===== src/rtl/ws281x_pkg.sv =====
// Shared timing defaults, state encoding and helpers for the WS281X frame sequencer.
package ws281x_pkg;

    localparam int unsigned T_HIGH         = 13;
    localparam int unsigned T_DATA         = 19;
    localparam int unsigned T_LOW          = 31;
    localparam int unsigned LATCH_CYC      = 2600;
    localparam int unsigned BITS_PER_PIXEL = 24;

    typedef enum logic [2:0] {
        StIdle,
        StWait,
        StHigh,
        StData,
        StLow,
        StLatch
    } state_e;

    function automatic int unsigned max2(input int unsigned a, input int unsigned b);
        return (a > b) ? a : b;
    endfunction

endpackage


===== src/rtl/ws281x_phase_timer.sv =====
// Loadable down-counter; tc pulses for one cycle when a loaded count has run out.
module ws281x_phase_timer #(
    parameter int unsigned WIDTH = 12
) (
    input  logic             clk,
    input  logic             rst,
    input  logic             load,
    input  logic [WIDTH-1:0] load_val,
    output logic             tc
);

    logic [WIDTH-1:0] cnt_q, cnt_d;
    logic             running_q, running_d;

    // A phase of D cycles is loaded with D-1; tc marks its last cycle.
    assign tc = running_q && (cnt_q == '0);

    always_comb begin
        cnt_d     = cnt_q;
        running_d = running_q;
        if (load) begin
            cnt_d     = load_val;
            running_d = 1'b1;
        end else if (tc) begin
            running_d = 1'b0;
        end else if (cnt_q != '0) begin
            cnt_d = cnt_q - WIDTH'(1);
        end
    end

    always_ff @(posedge clk or posedge rst) begin
        if (rst) begin
            cnt_q     <= '0;
            running_q <= 1'b0;
        end else begin
            cnt_q     <= cnt_d;
            running_q <= running_d;
        end
    end

endmodule


===== src/rtl/ws281x_frame_sequencer.sv =====
// Pulls RGB words over valid/ready and serialises them MSB-first into the WS281X
// high/data/low bit waveform, followed by the latch gap.
module ws281x_frame_sequencer #(
    parameter int unsigned T_HIGH    = ws281x_pkg::T_HIGH,
    parameter int unsigned T_DATA    = ws281x_pkg::T_DATA,
    parameter int unsigned T_LOW     = ws281x_pkg::T_LOW,
    parameter int unsigned LATCH_CYC = ws281x_pkg::LATCH_CYC,
    parameter int unsigned PIX_W     = 10
) (
    input  logic             clk,
    input  logic             rst,
    input  logic             start,
    input  logic [PIX_W-1:0] num_pixels,
    input  logic [23:0]      pixel_data,
    input  logic             pixel_valid,
    output logic             pixel_ready,
    output logic             dout,
    output logic             busy,
    output logic             done,
    output logic             underrun,
    output logic [PIX_W-1:0] pixel_index
);

    import ws281x_pkg::*;

    localparam int unsigned CNT_W =
        $clog2(max2(max2(T_HIGH, T_DATA), max2(T_LOW, LATCH_CYC)) + 1);
    localparam logic [4:0] LAST_BIT = 5'(BITS_PER_PIXEL - 1);

    state_e                    state_q, state_d;
    logic [BITS_PER_PIXEL-1:0] shift_q, shift_d;
    logic [BITS_PER_PIXEL-1:0] hold_q, hold_d;
    logic                      hold_full_q, hold_full_d;
    logic [4:0]                bit_q, bit_d;
    logic [PIX_W-1:0]          num_q, num_d;
    logic [PIX_W-1:0]          fetched_q, fetched_d;
    logic [PIX_W-1:0]          idx_q, idx_d;
    logic [PIX_W-1:0]          idx_inc;
    logic                      underrun_q, underrun_d;
    logic                      done_q, done_d;
    logic                      dout_q, dout_d;
    logic                      accept;
    logic                      timer_load;
    logic [CNT_W-1:0]          timer_val;
    logic                      timer_tc;

    ws281x_phase_timer #(
        .WIDTH (CNT_W)
    ) u_timer (
        .clk      (clk),
        .rst      (rst),
        .load     (timer_load),
        .load_val (timer_val),
        .tc       (timer_tc)
    );

    assign busy        = (state_q != StIdle);
    assign pixel_ready = busy && !hold_full_q && (fetched_q < num_q);
    assign accept      = pixel_ready && pixel_valid;
    assign idx_inc     = idx_q + PIX_W'(1);

    assign dout        = dout_q;
    assign done        = done_q;
    assign underrun    = underrun_q;
    assign pixel_index = idx_q;

    always_comb begin
        state_d     = state_q;
        shift_d     = shift_q;
        hold_d      = hold_q;
        hold_full_d = hold_full_q;
        bit_d       = bit_q;
        num_d       = num_q;
        fetched_d   = fetched_q;
        idx_d       = idx_q;
        underrun_d  = underrun_q;
        done_d      = 1'b0;
        timer_load  = 1'b0;
        timer_val   = '0;

        // Load and accept never coincide: accept needs the holding register empty.
        if (accept) begin
            hold_d      = pixel_data;
            hold_full_d = 1'b1;
            fetched_d   = fetched_q + PIX_W'(1);
        end

        unique case (state_q)
            StIdle: begin
                if (start) begin
                    num_d       = num_pixels;
                    underrun_d  = 1'b0;
                    fetched_d   = '0;
                    idx_d       = '0;
                    bit_d       = '0;
                    hold_full_d = 1'b0;
                    if (num_pixels != '0) begin
                        state_d = StWait;
                    end else begin
                        state_d    = StLatch;
                        timer_load = 1'b1;
                        timer_val  = CNT_W'(LATCH_CYC - 1);
                    end
                end
            end
            StWait: begin
                if (hold_full_q) begin
                    shift_d     = hold_q;
                    hold_full_d = 1'b0;
                    bit_d       = '0;
                    state_d     = StHigh;
                    timer_load  = 1'b1;
                    timer_val   = CNT_W'(T_HIGH - 1);
                end
            end
            StHigh: begin
                if (timer_tc) begin
                    state_d    = StData;
                    timer_load = 1'b1;
                    timer_val  = CNT_W'(T_DATA - 1);
                end
            end
            StData: begin
                if (timer_tc) begin
                    state_d    = StLow;
                    timer_load = 1'b1;
                    timer_val  = CNT_W'(T_LOW - 1);
                end
            end
            StLow: begin
                if (timer_tc) begin
                    shift_d = shift_q << 1;
                    bit_d   = bit_q + 5'd1;
                    if (bit_q != LAST_BIT) begin
                        state_d    = StHigh;
                        timer_load = 1'b1;
                        timer_val  = CNT_W'(T_HIGH - 1);
                    end else if (idx_inc == num_q) begin
                        state_d    = StLatch;
                        timer_load = 1'b1;
                        timer_val  = CNT_W'(LATCH_CYC - 1);
                    end else if (hold_full_q) begin
                        // Next word already waiting: continue with no gap.
                        shift_d     = hold_q;
                        hold_full_d = 1'b0;
                        bit_d       = '0;
                        idx_d       = idx_inc;
                        state_d     = StHigh;
                        timer_load  = 1'b1;
                        timer_val   = CNT_W'(T_HIGH - 1);
                    end else begin
                        idx_d      = idx_inc;
                        underrun_d = 1'b1;
                        state_d    = StWait;
                    end
                end
            end
            StLatch: begin
                if (timer_tc) begin
                    state_d = StIdle;
                    done_d  = 1'b1;
                end
            end
            default: state_d = StIdle;
        endcase

        // Pin value follows the next state so the flop output lines up with the phase.
        dout_d = (state_d == StHigh) || ((state_d == StData) && shift_d[BITS_PER_PIXEL-1]);
    end

    always_ff @(posedge clk or posedge rst) begin
        if (rst) begin
            state_q     <= StIdle;
            shift_q     <= '0;
            hold_q      <= '0;
            hold_full_q <= 1'b0;
            bit_q       <= '0;
            num_q       <= '0;
            fetched_q   <= '0;
            idx_q       <= '0;
            underrun_q  <= 1'b0;
            done_q      <= 1'b0;
            dout_q      <= 1'b0;
        end else begin
            state_q     <= state_d;
            shift_q     <= shift_d;
            hold_q      <= hold_d;
            hold_full_q <= hold_full_d;
            bit_q       <= bit_d;
            num_q       <= num_d;
            fetched_q   <= fetched_d;
            idx_q       <= idx_d;
            underrun_q  <= underrun_d;
            done_q      <= done_d;
            dout_q      <= dout_d;
        end
    end

endmodule

===== config.mk =====
export PLATFORM = sky130hd
export DESIGN_NAME = ws281x_frame_sequencer
export DESIGN_NICKNAME = d
export VERILOG_FILES = /design/src/rtl/ws281x_pkg.sv /design/src/rtl/ws281x_phase_timer.sv /design/src/rtl/ws281x_frame_sequencer.sv
export SDC_FILE = /design/constraint.sdc
export NUM_CORES = 1
export LEC_CHECK = 0
export ABC_AREA = 1
export CAP_MARGIN = 20
export CORE_MARGIN = 2
export CORE_UTILIZATION = 53
export DETAILED_ROUTE_END_ITERATION = 6
export GPL_TIMING_DRIVEN = 0
export PLACE_DENSITY = 0.77
export SETUP_SLACK_MARGIN = 0.3
export SYNTH_ARGS = -nofsm -noshare
export SYNTH_HDL_FRONTEND = slang
export SYNTH_SLANG_ARGS = --single-unit

===== constraint.sdc =====
create_clock -name clk -period 3.23 [get_ports clk]
set_input_delay 0.646 -clock clk [delete_from_list [all_inputs] [get_ports clk]]
set_output_delay 0.646 -clock clk [all_outputs]
set_load 0.02 [all_outputs]

* Word-level counts from Yosys, hierarchy flattened
Index checks and enable logic that the tools add are counted.
** Word-level totals
- Logic and storage cells :: 127
- Bits in registers :: 103
- Output and inout port bits :: 15
- Bits of input ports :: 38
** Cells by class
- Order comparisons :: 1
- Equal/unequal tests :: 16
- Multiplexer cells :: 68
- Add/subtract/negate cells :: 4
- Reductions and logical operators :: 24
** Operators by type and width (count)
- 24-bit two-way mux :: 5
- 12-bit two-way mux :: 8
- 10-bit two-way mux :: 7
- 12-bit case mux with 5 select lines :: 1
- 24-bit case mux with 2 select lines :: 1
- 5-bit two-way mux :: 8
- 3-bit two-way mux :: 9
- 1-bit two-way mux :: 21
- 10-bit by 1-bit adder with 10-bit output (second input constant) :: 2
- 10-bit case mux with 2 select lines :: 1
- 3-bit case mux with 6 select lines :: 1
- 5-bit case mux with 3 select lines :: 1
- 2-bit inequality test (second input constant) :: 7
- 3-bit by 2-bit equality test with 1-bit output (second input constant) :: 4
- 12-bit zero test :: 1
- 12-bit nonzero test :: 1
- 12-bit by 1-bit subtractor with 12-bit output (second input constant) :: 1
- 10-bit equality test :: 1
- 10-bit < comparator :: 1
- 10-bit nonzero test :: 1
- 2-bit nonzero test :: 4
- 3-bit equality test (second input constant) :: 2
- 6-bit AND reduction :: 1
- 3-bit nonzero test :: 2
- other kinds (17) :: 22

* Longest topological paths before layout
Gate-level depths: netlist of the first run.
- Word-level depth :: 10
- Gate-level depth with buffers :: 19
- Gate-level depth less buffers :: 19

* By module
A second synthesis of the first run with hierarchy kept.
** Unflattened totals
- Cells, all modules :: 813
- Area total of the unflattened synthesis :: 5933.2 µm²
** By module, submodules not included
- ws281x_frame_sequencer :: times used 1, sequential area each 2252.2 µm², area each 5082.4 µm², cells each 690
- ws281x_phase_timer :: times used 1, sequential area each 325.3 µm², area each 850.8 µm², cells each 123

* Worst setup path after synthesis of the first run
No wires, ideal clock.
- Path kind :: register to register
- Start :: register idx_q[0], in the netlist pixel_index[0]
- End :: register u_timer.cnt_q[2]
- Cell stages (with the launch flop) :: 18
- Arrival time :: 2070 ps
- Path slack :: 1043 ps
- Path buffers :: 1
- Period minus slack after synthesis :: 2187 ps
- Data required time :: 3113 ps
- Library setup time :: 117 ps
- Cell sequence :: dfrtp_1 ha_1 nand2_1 nor2_2 nand3_1 nand2_1 nand2_1 nand2_1 nand2_1 nor2_1 nand3_2 nand3_1 nand2_2 nand2_2 buf_6 nand3_1 nand2_1 nor2_1
** On the way
- Word-level cells in the longest chain between the ends :: 8
- Elaborated cells on any way between the ends :: 14
- Classes of those cells :: 1 x add/sub; 2 x eq/ne; 9 x mux; 2 x reduce/logical
** Ends and longest elaborated chain
- from (decl) :: RTL line ws281x_frame_sequencer.sv:37 : logic [PIX_W-1:0] idx_q, idx_d;
- from (signal assigned) :: RTL line ws281x_frame_sequencer.sv:192 : idx_q <= idx_d;
- 10-bit by 1-bit adder with 10-bit output (*) :: RTL line ws281x_frame_sequencer.sv:60 : assign idx_inc = idx_q + PIX_W'(1);
- 10-bit equality test (*) :: RTL line ws281x_frame_sequencer.sv:138 : end else if (idx_inc == num_q) begin
- 1-bit two-way mux :: RTL line ws281x_frame_sequencer.sv:138
- 1-bit two-way mux :: RTL line ws281x_frame_sequencer.sv:134 : if (bit_q != LAST_BIT) begin
- 1-bit two-way mux :: RTL line ws281x_frame_sequencer.sv:131 : if (timer_tc) begin
- 1-bit case mux with 4 select lines :: RTL line ws281x_frame_sequencer.sv:88 : unique case (state_q)
- 2-bit inequality test (no line) / 2-bit nonzero test (equally long branches)
- 2-bit AND reduction (no line)
- to (signal assigned) :: RTL line ws281x_phase_timer.sv:36 : cnt_q <= cnt_d;
- to (decl) :: RTL line ws281x_phase_timer.sv:12 : logic [WIDTH-1:0] cnt_q, cnt_d;
Every way passes the cells marked *; elsewhere a longest branch is shown, timed or not.
A chain may end at the register's enable or synchronous reset.

* Worst setup path in the final report of the first run
- Start :: register state_q[1]
- End :: output port busy
** On the way
- Word-level cells in the longest chain between the ends :: 1
** Ends and longest elaborated chain
- from (decl) :: RTL line ws281x_frame_sequencer.sv:30 : state_e state_q, state_d;
- from (signal assigned) :: RTL line ws281x_frame_sequencer.sv:173 : state_q <= StIdle;
- from (signal assigned) :: RTL line ws281x_frame_sequencer.sv:185 : state_q <= state_d;
- 3-bit nonzero test :: RTL line ws281x_frame_sequencer.sv:57 : assign busy = (state_q != StIdle);
- to (decl) :: RTL line ws281x_frame_sequencer.sv:18 : output logic busy,
No other way between the ends.

==> results of run 1 <==
worst register-to-register path, stage by stage (launching register included):
cell	delay, ns
dfrtp_1	0.45
ha_1	0.30
nand2_1	0.07
nor2_1	0.18
o211a_1	0.19
a211oi_1	0.05
nand2_1	0.09
inv_1	0.06
nand2_1	0.11
clkbuf_1	0.40
clkbuf_1	0.46
nand2_1	0.12
nand2_1	0.09
final timing paths:
check	slack (ns)	from	depth (start not counted)	to
hold / removal	0.49	shift_q[5]$_DFFE_PP0P_	2	shift_q[5]$_DFFE_PP0P_
min in group asynchronous	0.68	rst	2	fetched_q[0]$_DFF_PP0_
setup reg to reg	0.63	fetched_q[8]$_DFF_PP0_	12	hold_q[9]$_DFFE_PP0N_
hold reg to reg	0.49	shift_q[5]$_DFFE_PP0P_	2	shift_q[5]$_DFFE_PP0P_
max in group asynchronous	1.94	rst	3	dout$_DFF_PP0_
setup / recovery	0.55	state_q[1]$_DFF_PP0_	5	busy
sequential cells by signal (all words and copies together), names as in the netlist:
register           count
hold_q                24
shift_q               24
u_timer.cnt_q         12
fetched_q             10
num_q                 10
pixel_index           10
bit_q                  5
state_q                3
done                   1
dout                   1
hold_full_q            1
u_timer.running_q      1
underrun               1
placed cells by master (no fill, tap or decap), types with 7 or more instances in the layout:
cell,synthesis,routed
nand2_1,246,246
dfrtp_1,103,103
inv_1,100,99
nor2_1,80,80
clkdlybuf4s50_1,0,51
nand3_1,49,49
o21ai_0,48,48
a21oi_1,46,46
xor2_1,15,15
o21ai_1,15,15
clkbuf_1,12,13
ha_1,13,13
clkbuf_8,0,13
o211ai_1,12,12
nand4_1,8,8
nor3_1,7,7
inv_2,7,7
nor2_2,7,7
cell families after synthesis:
family / Yosys count / synth area share [%]
AND/OR/NAND/NOR: 415 / 29.60
AO/OA/AOI/OAI: 135 / 12.77
buffers and inverters: 132 / 9.047
flip-flops: 103 / 43.34
XOR/XNOR: 17 / 2.504
adder cells (fa/ha/maj): 13 / 2.735
layer usage:
layer | routed length [um] | track usage (%) | vias up
met1 | 6526 | 33.57 | 2556
li1 | - | - | 2747
met3 | 661 | 3.201 | 15
met4 | 216 | 8.680 | 0
met2 | 7023 | 42.81 | 143
met5 | 0 | 0 | -
through the flow:
stage               util [%]  hold WS (ns)  worst slack (ns)  instances  total power, mW
floorplan                  -        0.4488             1.043        815            1.384
global placement       61.04        0.4649            0.3201       1007            1.448
detailed placement     61.41        0.4700            0.5622       1009            1.458
CTS                    63.19        0.4939            0.3995       1025            2.255
global route           63.16        0.5253            0.3953       1025            2.331
finish                 63.16        0.4923            0.5529       1025            2.243
power groups by stage:
stage | registers, mW | clock network, mW | logic (mW)
floorplan | 1.33 | 0 | 0.0533
global placement | 1.33 | 0 | 0.117
detailed placement | 1.33 | 0 | 0.126
CTS | 1.31 | 0.823 | 0.126
global route | 1.31 | 0.883 | 0.140
finish | 1.31 | 0.813 | 0.124
layout make-up:
class | instances | area, um^2 | area share (%)
Clock inverter | 2 | 12.51 | 0.1820
Buffer | 25 | 136.4 | 1.983
Inverter | 107 | 405.4 | 5.895
Multi-Input combinational cell | 580 | 2831 | 41.18
Tap cell | 140 | 175.2 | 2.547
Sequential cell | 103 | 2577 | 37.48
Timing Repair Buffer | 54 | 555.5 | 8.079
Clock buffer | 14 | 182.7 | 2.656
repair_timing:
action	in CTS	in global routing
gates resized for setup	1	2
endpoints found under the setup margin	1	1
pin swaps	0	0
==> results.cfg, run 1 <==
[status]
outcome = completed

[drt]
drc = 0
num_vias = 5461
wl_per_cell_um = 14.08
ant_nets = 0
dr.pass1.iters = 4
viasPerCell = 5.328
routed_wl_um = 14430
drtIter0Drc = 419

[synthesis]
yosysWarningCount = 0
synth_ff_type = dfrtp_1
synth_commonest_cells = 246 x nand2_1, 103 x dfrtp_1, 100 x inv_1, 80 x nor2_1, 49 x nand3_1
syn_nets = 866
yosys.area.top_type = dfrtp_1
synth_top_cell_area_share_pct = 43.34
synth-edff-count = 0
synth.avg_cell_area_um2 = 7.297
netlist_area_um2 = 5947
ys_top_cells_by_area = dfrtp_1 43%, nand2_1 16%, inv_1 6.3%
async_flop_share_pct = 100.0
yosysMostFrequentCell = nand2_1
yosysUniqueCellTypes = 35
syn_inst = 815
yosysSeqAreaShare_pct = 43.34
ys_seq_elements = 103

[clock_tree]
holdBufCountCts = 0
clock_latency_ns = 0.39
clockBufferDepth = 2
post-cts-setup-buffers = 0
ctsHtreeMaxLevel = 3
cts_made_buffers = 9
root_buffer = clkbuf_8
cts_tree = yes
clock_sinks = 103
clk_pin_slew_ns = 0.10

[global_routing]
grt_pass1_wl_um = 23880
grt_max_degree = 41
track_usage_pct = 25.35
grt_pass1_vias = 5210
grt_overflow = 0
grt_antenna_before_repair = 0

[sta]
worstMarginPinSlew_ns = 0.6280
setup_viol = 0
skew_ns = 0.01346
slew_headroom_pct = 58.04
finalCritPeriodShare_pct = 82.88
final_hold_viol_count = 0
rsz0062_at_grt = no
finalCriticalPeriod_ns = 2.677
clock.fmax_mhz = 373.5
slew_violations = 0
fin_tns_setup_ns = 0

[critical_path]
crit_arrival_ns = 2.03
crit_path_end_kind = output pin
critical_path.slowest_cell = clkdlybuf4s50_1
crit_buf_inv = 3
setup.worst_path.start_class = flop
cp_common_cell = inv_1
crit_type = flop to output pin
critPathTopFamily = buffers and inverters
crit_path_max_incr_delay_ns = 0.56
cp_max_fo = 4
crit_chain = nor2_1 > inv_1 > nor2_2 > inv_1 > clkdlybuf4s50_1
crit_required_ns = 2.58

[power_and_ir_drop]
pwr-share-seq_pct = 58.2
combPwrFrac_pct = 5.5
p_int_mw = 1.724
leakagePower_nw = 3.519
power_switching_mw = 0.5181
clkPwrFrac_pct = 36.3
ir_worst_vdd_mv = 0.2770
p_per_area_nw_per_um2 = 326.1
switching_share_pct = 23.10

[die]
die_area_um2 = 12080
io_pins = 53
initial_utilization_pct = 54.62
coreArea_um2 = 10890
die_x_um = 109.9
die_h_um = 109.9
rows = 38

[placement]
dp_hpwl_um = 10720
gp_congestion = 0.8975
io_buffer_count = 52
dpl_cell_area_um2 = 6686

[flow_run]
cap_violations = 0

[cells_and_area]
areaGrowthSynthToFinish_pct = 15.63
drive_gt1_share_pct = 7.232
antenna_cells = 0
fin_area_um2 = 6877
fillers = 983
nets = 931

[min_path]
hold_class = flop to flop
(Power assumes the default switching activity.)
==> run 2, diff against run 1 <==
==> constraint.sdc (replaced) <==
create_clock -name clk -period 2.2 [get_ports clk]
set_input_delay 0.44 -clock clk [delete_from_list [all_inputs] [get_ports clk]]
set_output_delay 0.44 -clock clk [all_outputs]
set_load 0.02 [all_outputs]
==> results.cfg, run 2 (synthesis results as in run 1) <==
[power_and_ir_drop]
leakagePower_nw = 4.332
p_per_area_nw_per_um2 = 386.8
ir_worst_vdd_mv = 0.3827
total_power_mw = 3.385

[drt]
drc = 0
ant_nets = 0
wl_per_cell_um = 17.63
viasPerCell = 5.743
num_vias = 6398
routed_wl_um = 19640
drtIter0Drc = 516
dr.pass1.iters = 5

[status]
violations = negative setup slack
outcome = complete, but fails checks

[cells_and_area]
nets = 1021
utilization_pct = 80.40
reg_top3 = hold_q: 24 flops, shift_q: 24 flops, u_timer.cnt_q: 12 flops
antenna_cells = 0
fin_area_um2 = 8753
layout_common_cells = 191 x nand2_1, 96 x dfrtp_1, 77 x inv_1
layout_commonest_cell = nand2_1
stdcell_count = 1114
drive_gt1_share_pct = 35.73
areaGrowthSynthToFinish_pct = 47.19

[clock_tree]
cts_made_buffers = 9
clock_sinks = 103
ctsHtreeMaxLevel = 3
root_buffer = clkbuf_8
clk_pin_slew_ns = 0.10
clock_latency_ns = 0.40
cts_tree = yes
clockBufferDepth = 2

[sta]
finalCritPeriodShare_pct = 109.9
fin_tns_setup_ns = -4.307
fin_hold_ws_ns = 0.4854
finalCriticalPeriod_ns = 2.418
fin_ws_ns = -0.2178
slew_headroom_pct = 44.64
setup_viol = 50
worstMarginPinSlew_ns = 0.8304
clock.fmax_mhz = 413.6
rsz0062_at_grt = yes
skew_ns = 0.01235
slew_violations = 0
final_hold_viol_count = 0

[global_routing]
grt_antenna_before_repair = 0
grt_max_degree = 39
track_usage_pct = 30.71
grt_overflow = 0
grt_pass1_vias = 5945
grt_pass1_wl_um = 28390

[flow_run]
cap_violations = 0

[die]
rows = 38
initial_utilization_pct = 54.62
die_h_um = 109.9
coreArea_um2 = 10890
io_pins = 53
die_area_um2 = 12080
die_x_um = 109.9

[placement]
dpl_cell_area_um2 = 6885
io_buffer_count = 52
gp_congestion = 0.8764
place_ws_ns = -0.2916
dp_hpwl_um = 11150
placedCellCount = 1009

[critical_path]
cp_common_cell = inv_2
critical_path.slowest_cell = dfrtp_1
crit_type = flop to output pin
crit_arrival_ns = 1.98
setup.worst_path.start_class = flop
crit_path_end_kind = output pin
crit_path_max_incr_delay_ns = 0.40
crit_chain = inv_2 > ha_4 > a21oi_2 > o21ai_1 > a211oi_2 > nand2_1 > inv_2 > buf_6
critPathTopFamily = compound AO/OA/AOI/OAI gates
crit_required_ns = 1.76
crit_buf_inv = 3
cp_max_fo = 3

[min_path]
hold_class = input port to asynchronous set/reset pin
run 2: metal layers:
| layer | GRT usage [%] | vias to the layer above | wire, um |
|---|---|---|---|
| met4 | 13.20 | 0 | 840 |
| li1 | - | 2925 | - |
| met1 | 39.23 | 3075 | 7700 |
| met3 | 5.394 | 92 | 1257 |
| met5 | 0 | - | 0 |
| met2 | 51.14 | 306 | 9844 |
run 2: worst register-to-register path: stages (launching register included):
cell and delay, ns:
dfrtp_2 0.43, ha_4 0.29, inv_2 0.03, nand2_1 0.05, nand2_1 0.07, nor2_2 0.13
nand3_2 0.10, nor2_1 0.12, nand2_1 0.08, nor2_2 0.13, nand3_4 0.15, nand3_4 0.16
buf_12 0.15, buf_8 0.13, nand2_2 0.05, o211ai_1 0.10, a21oi_1 0.10
run 2: timing repair:
item | CTS | global route
pin swaps | 58 | 58
buffers inserted | 47 | 32
gates cloned | 9 | 2
resized for setup | 160 | 141
hold buffers | 0 | 0
setup endpoints to repair | 108 | 108
run 2: final timing paths:
kind,start,endpoint,slack (ns),depth (start not counted)
max in group asynchronous,rst,pixel_index[1]$_DFFE_PP0P_,1.07,3
min,rst,fetched_q[5]$_DFF_PP0_,0.49,2
max reg2reg,pixel_index[0]$_DFFE_PP0P_,shift_q[9]$_DFFE_PP0P_,-0.17,16
min reg2reg,shift_q[5]$_DFFE_PP0P_,shift_q[5]$_DFFE_PP0P_,0.51,2
min in group clk,shift_q[5]$_DFFE_PP0P_,shift_q[5]$_DFFE_PP0P_,0.51,2
max,num_q[5]$_DFFE_PP0P_,pixel_ready,-0.22,8
run 2: where the power goes:
group / leakage [nW] / internal (mW) / switching (mW) / total, mW
clock network: 0.0923 / 0.523 / 0.701 / 1.22
registers: 1.34 / 1.91 / 0.0137 / 1.92
logic: 2.90 / 0.118 / 0.123 / 0.241
run 2: layout make-up:
class | count | area, um^2
buffer | 25 | 272.8
clock buffer | 10 | 127.6
clock inverter | 5 | 60.06
fill | 684 | 2135
inverter | 107 | 420.4
multi-input combinational | 580 | 3681
sequential | 103 | 2586
tap | 140 | 175.2
timing repair buffer | 144 | 1430
==> run 3, diff against run 2 <==
--- a/config.mk
+++ b/config.mk
@@ -11,7 +11,7 @@
 export CORE_UTILIZATION = 53
 export DETAILED_ROUTE_END_ITERATION = 6
 export GPL_TIMING_DRIVEN = 0
-export PLACE_DENSITY = 0.77
+export PLACE_DENSITY = 0.83
 export SETUP_SLACK_MARGIN = 0.3
 export SYNTH_ARGS = -nofsm -noshare
 export SYNTH_HDL_FRONTEND = slang
==> results.cfg, run 3 (synthesis results as in run 1) <==
[clock_tree]
holdBufCountCts = 0
root_buffer = clkbuf_8
clock_sinks = 103
clockBufferDepth = 2
clk_pin_slew_ns = 0.11
clock_latency_ns = 0.41
ctsHtreeMaxLevel = 3
cts_tree = yes
cts_made_buffers = 9

[critical_path]
cp_max_fo = 5
crit_path_end_kind = flop
crit_required_ns = 2.48
reg2reg_to = shift_q[7]$_DFFE_PP0P_
regToRegSetupSlack_ns = -0.52
rr_worst_depth = 17
setup.worst_path.start_class = flop
reg2reg_from = pixel_index[1]$_DFFE_PP0P_
crit_arrival_ns = 3.00
crit_type = flop to flop

[drt]
wl_per_cell_um = 21.18
drtIter0Drc = 992
ant_nets = 0
routed_wl_um = 23890
viasPerCell = 6.357
num_vias = 7171
drc = 1
dr.pass1.iters = 7

[power_and_ir_drop]
clkPwrFrac_pct = 36.9
combPwrFrac_pct = 6.6
p_per_area_nw_per_um2 = 379.5
p_int_mw = 2.543
power_switching_mw = 0.8596
ir_worst_vdd_mv = 0.4549
leakagePower_nw = 4.392
pwr-share-seq_pct = 56.5
switching_share_pct = 25.26

[global_routing]
grt_pass1_vias = 6341
track_usage_pct = 34.55
grt_overflow = 0
grt_pass1_wl_um = 31580
grt_antenna_before_repair = 0
grt_max_degree = 34

[die]
rows = 38
die_area_um2 = 12080
die_h_um = 109.9
io_pins = 53
die_x_um = 109.9
initial_utilization_pct = 54.62
coreArea_um2 = 10890

[cells_and_area]
layout_common_cells = 196 x nand2_1, 96 x dfrtp_1, 80 x inv_1
antenna_cells = 0
drive_gt1_share_pct = 35.12
areaGrowthSynthToFinish_pct = 50.75
layout_commonest_cell = nand2_1
reg_top3 = hold_q: 24 flops, shift_q: 24 flops, u_timer.cnt_q: 12 flops
nets = 1034
utilization_pct = 82.34

[sta]
final_hold_viol_count = 0
fin_ws_ns = -0.5239
finalCritPeriodShare_pct = 123.8
worstMarginPinSlew_ns = 0.9421
slew_violations = 0
clock.fmax_mhz = 367.1
setup_viol = 91
slew_headroom_pct = 37.20
finalCriticalPeriod_ns = 2.724
rsz0062_at_grt = yes
fin_hold_ws_ns = 0.3287
skew_ns = 0.01470

[status]
outcome = complete, but fails checks
violations = design-rule violations, negative setup slack

[placement]
gp_congestion = 0.9293
dp_hpwl_um = 10650
io_buffer_count = 52
place_ws_ns = -0.2654

[min_path]
hold_class = input port to asynchronous set/reset pin

[flow_run]
cap_violations = 0
==> run 3: cell count changes in the layout (fill, tap and decap cells not counted), moves of 4 or more <==
cell / previous run / this run
buf_6: 34 / 49
nand2_2: 47 / 36
buf_4: 61 / 54
inv_2: 24 / 18
nand2_1: 191 / 196
nand2_8: 2 / 7
nand3_1: 28 / 23
nor2_4: 19 / 14
ha_1: 6 / 10
ha_4: 7 / 3
nand3_2: 17 / 21
nor2_2: 13 / 17
==> run 3: area by class of cell <==
type / count / area, um^2
multi-input cells: 580 / 3665
flip-flops and latches: 103 / 2586
fillers: 538 / 1923
repair buffers: 157 / 1612
inverters: 107 / 441.7
plain buffers: 25 / 294.0
well taps: 140 / 175.2
clock buffers: 12 / 135.1
clock inverters: 4 / 56.30
==> run 3: worst max-delay path, stage by stage, from the launching register on <==
cell,delay [ns]
dfrtp_2,0.46
ha_4,0.19
nand2_4,0.10
inv_1,0.07
nand2_1,0.19
nand3_1,0.16
nand2_1,0.11
inv_1,0.05
nand2_1,0.18
nor2_2,0.09
nand3_4,0.11
nand3_4,0.13
buf_6,0.19
buf_4,0.14
o21ai_2,0.15
inv_1,0.06
nand2_1,0.10
nand2_1,0.11
==> run 3: worst max-delay path by stage <==
| stage | slack [ns] | start | to |
|---|---|---|---|
| detailed placement | -0.27 | num_q[5]$_DFFE_PP0P_ | pixel_ready |
| CTS | -0.13 | fetched_q[1]$_DFF_PP0_ | pixel_ready |
| finish | -0.52 | pixel_index[1]$_DFFE_PP0P_ | shift_q[7]$_DFFE_PP0P_ |
| global route | -0.84 | pixel_index[1]$_DFFE_PP0P_ | shift_q[7]$_DFFE_PP0P_ |
| global placement | -0.67 | rst | pixel_index[0]$_DFFE_PP0P_ |
| floorplan | 0.15 | pixel_index[0]$_DFFE_PP0P_ | u_timer.cnt_q[2]$_DFFE_PP0P_ |
==> run 3: power by group through the flow <==
stage / clock, mW / sequential, mW / combinational (mW)
after floorplan: 0 / 1.95 / 0.0790
after global placement: 0 / 1.96 / 0.175
after detailed placement: 0 / 1.95 / 0.192
after CTS: 1.22 / 1.92 / 0.196
after global routing: 1.31 / 1.92 / 0.242
final: 1.26 / 1.92 / 0.223
==> run 3: through the flow <==
step	cell area (um^2)	setup TNS [ns]	power, mW	instances
after floorplan	6150	0	2.033	815
after global placement	6845	-60.37	2.130	1007
after detailed placement	6905	-7.513	2.147	1010
after CTS	8310	-0.9696	3.332	1101
after global routing	8965	-38.07	3.475	1128
final	8965	-21.80	3.403	1128
==> run 3: routing by layer <==
metal	track usage [%]	routed length, um
met4	20.61	2190
met5	0	0
met1	42.35	8061
met2	55.21	10820
met3	8.180	2814
==> run 3: what timing repair did <==
action / 4_1_cts / 5_1_grt
endpoints found under the setup margin: 105 / 109
pin swaps: 57 / 39
cloned: 13 / 1
setup buffers: 62 / 26
resized for setup: 203 / 122
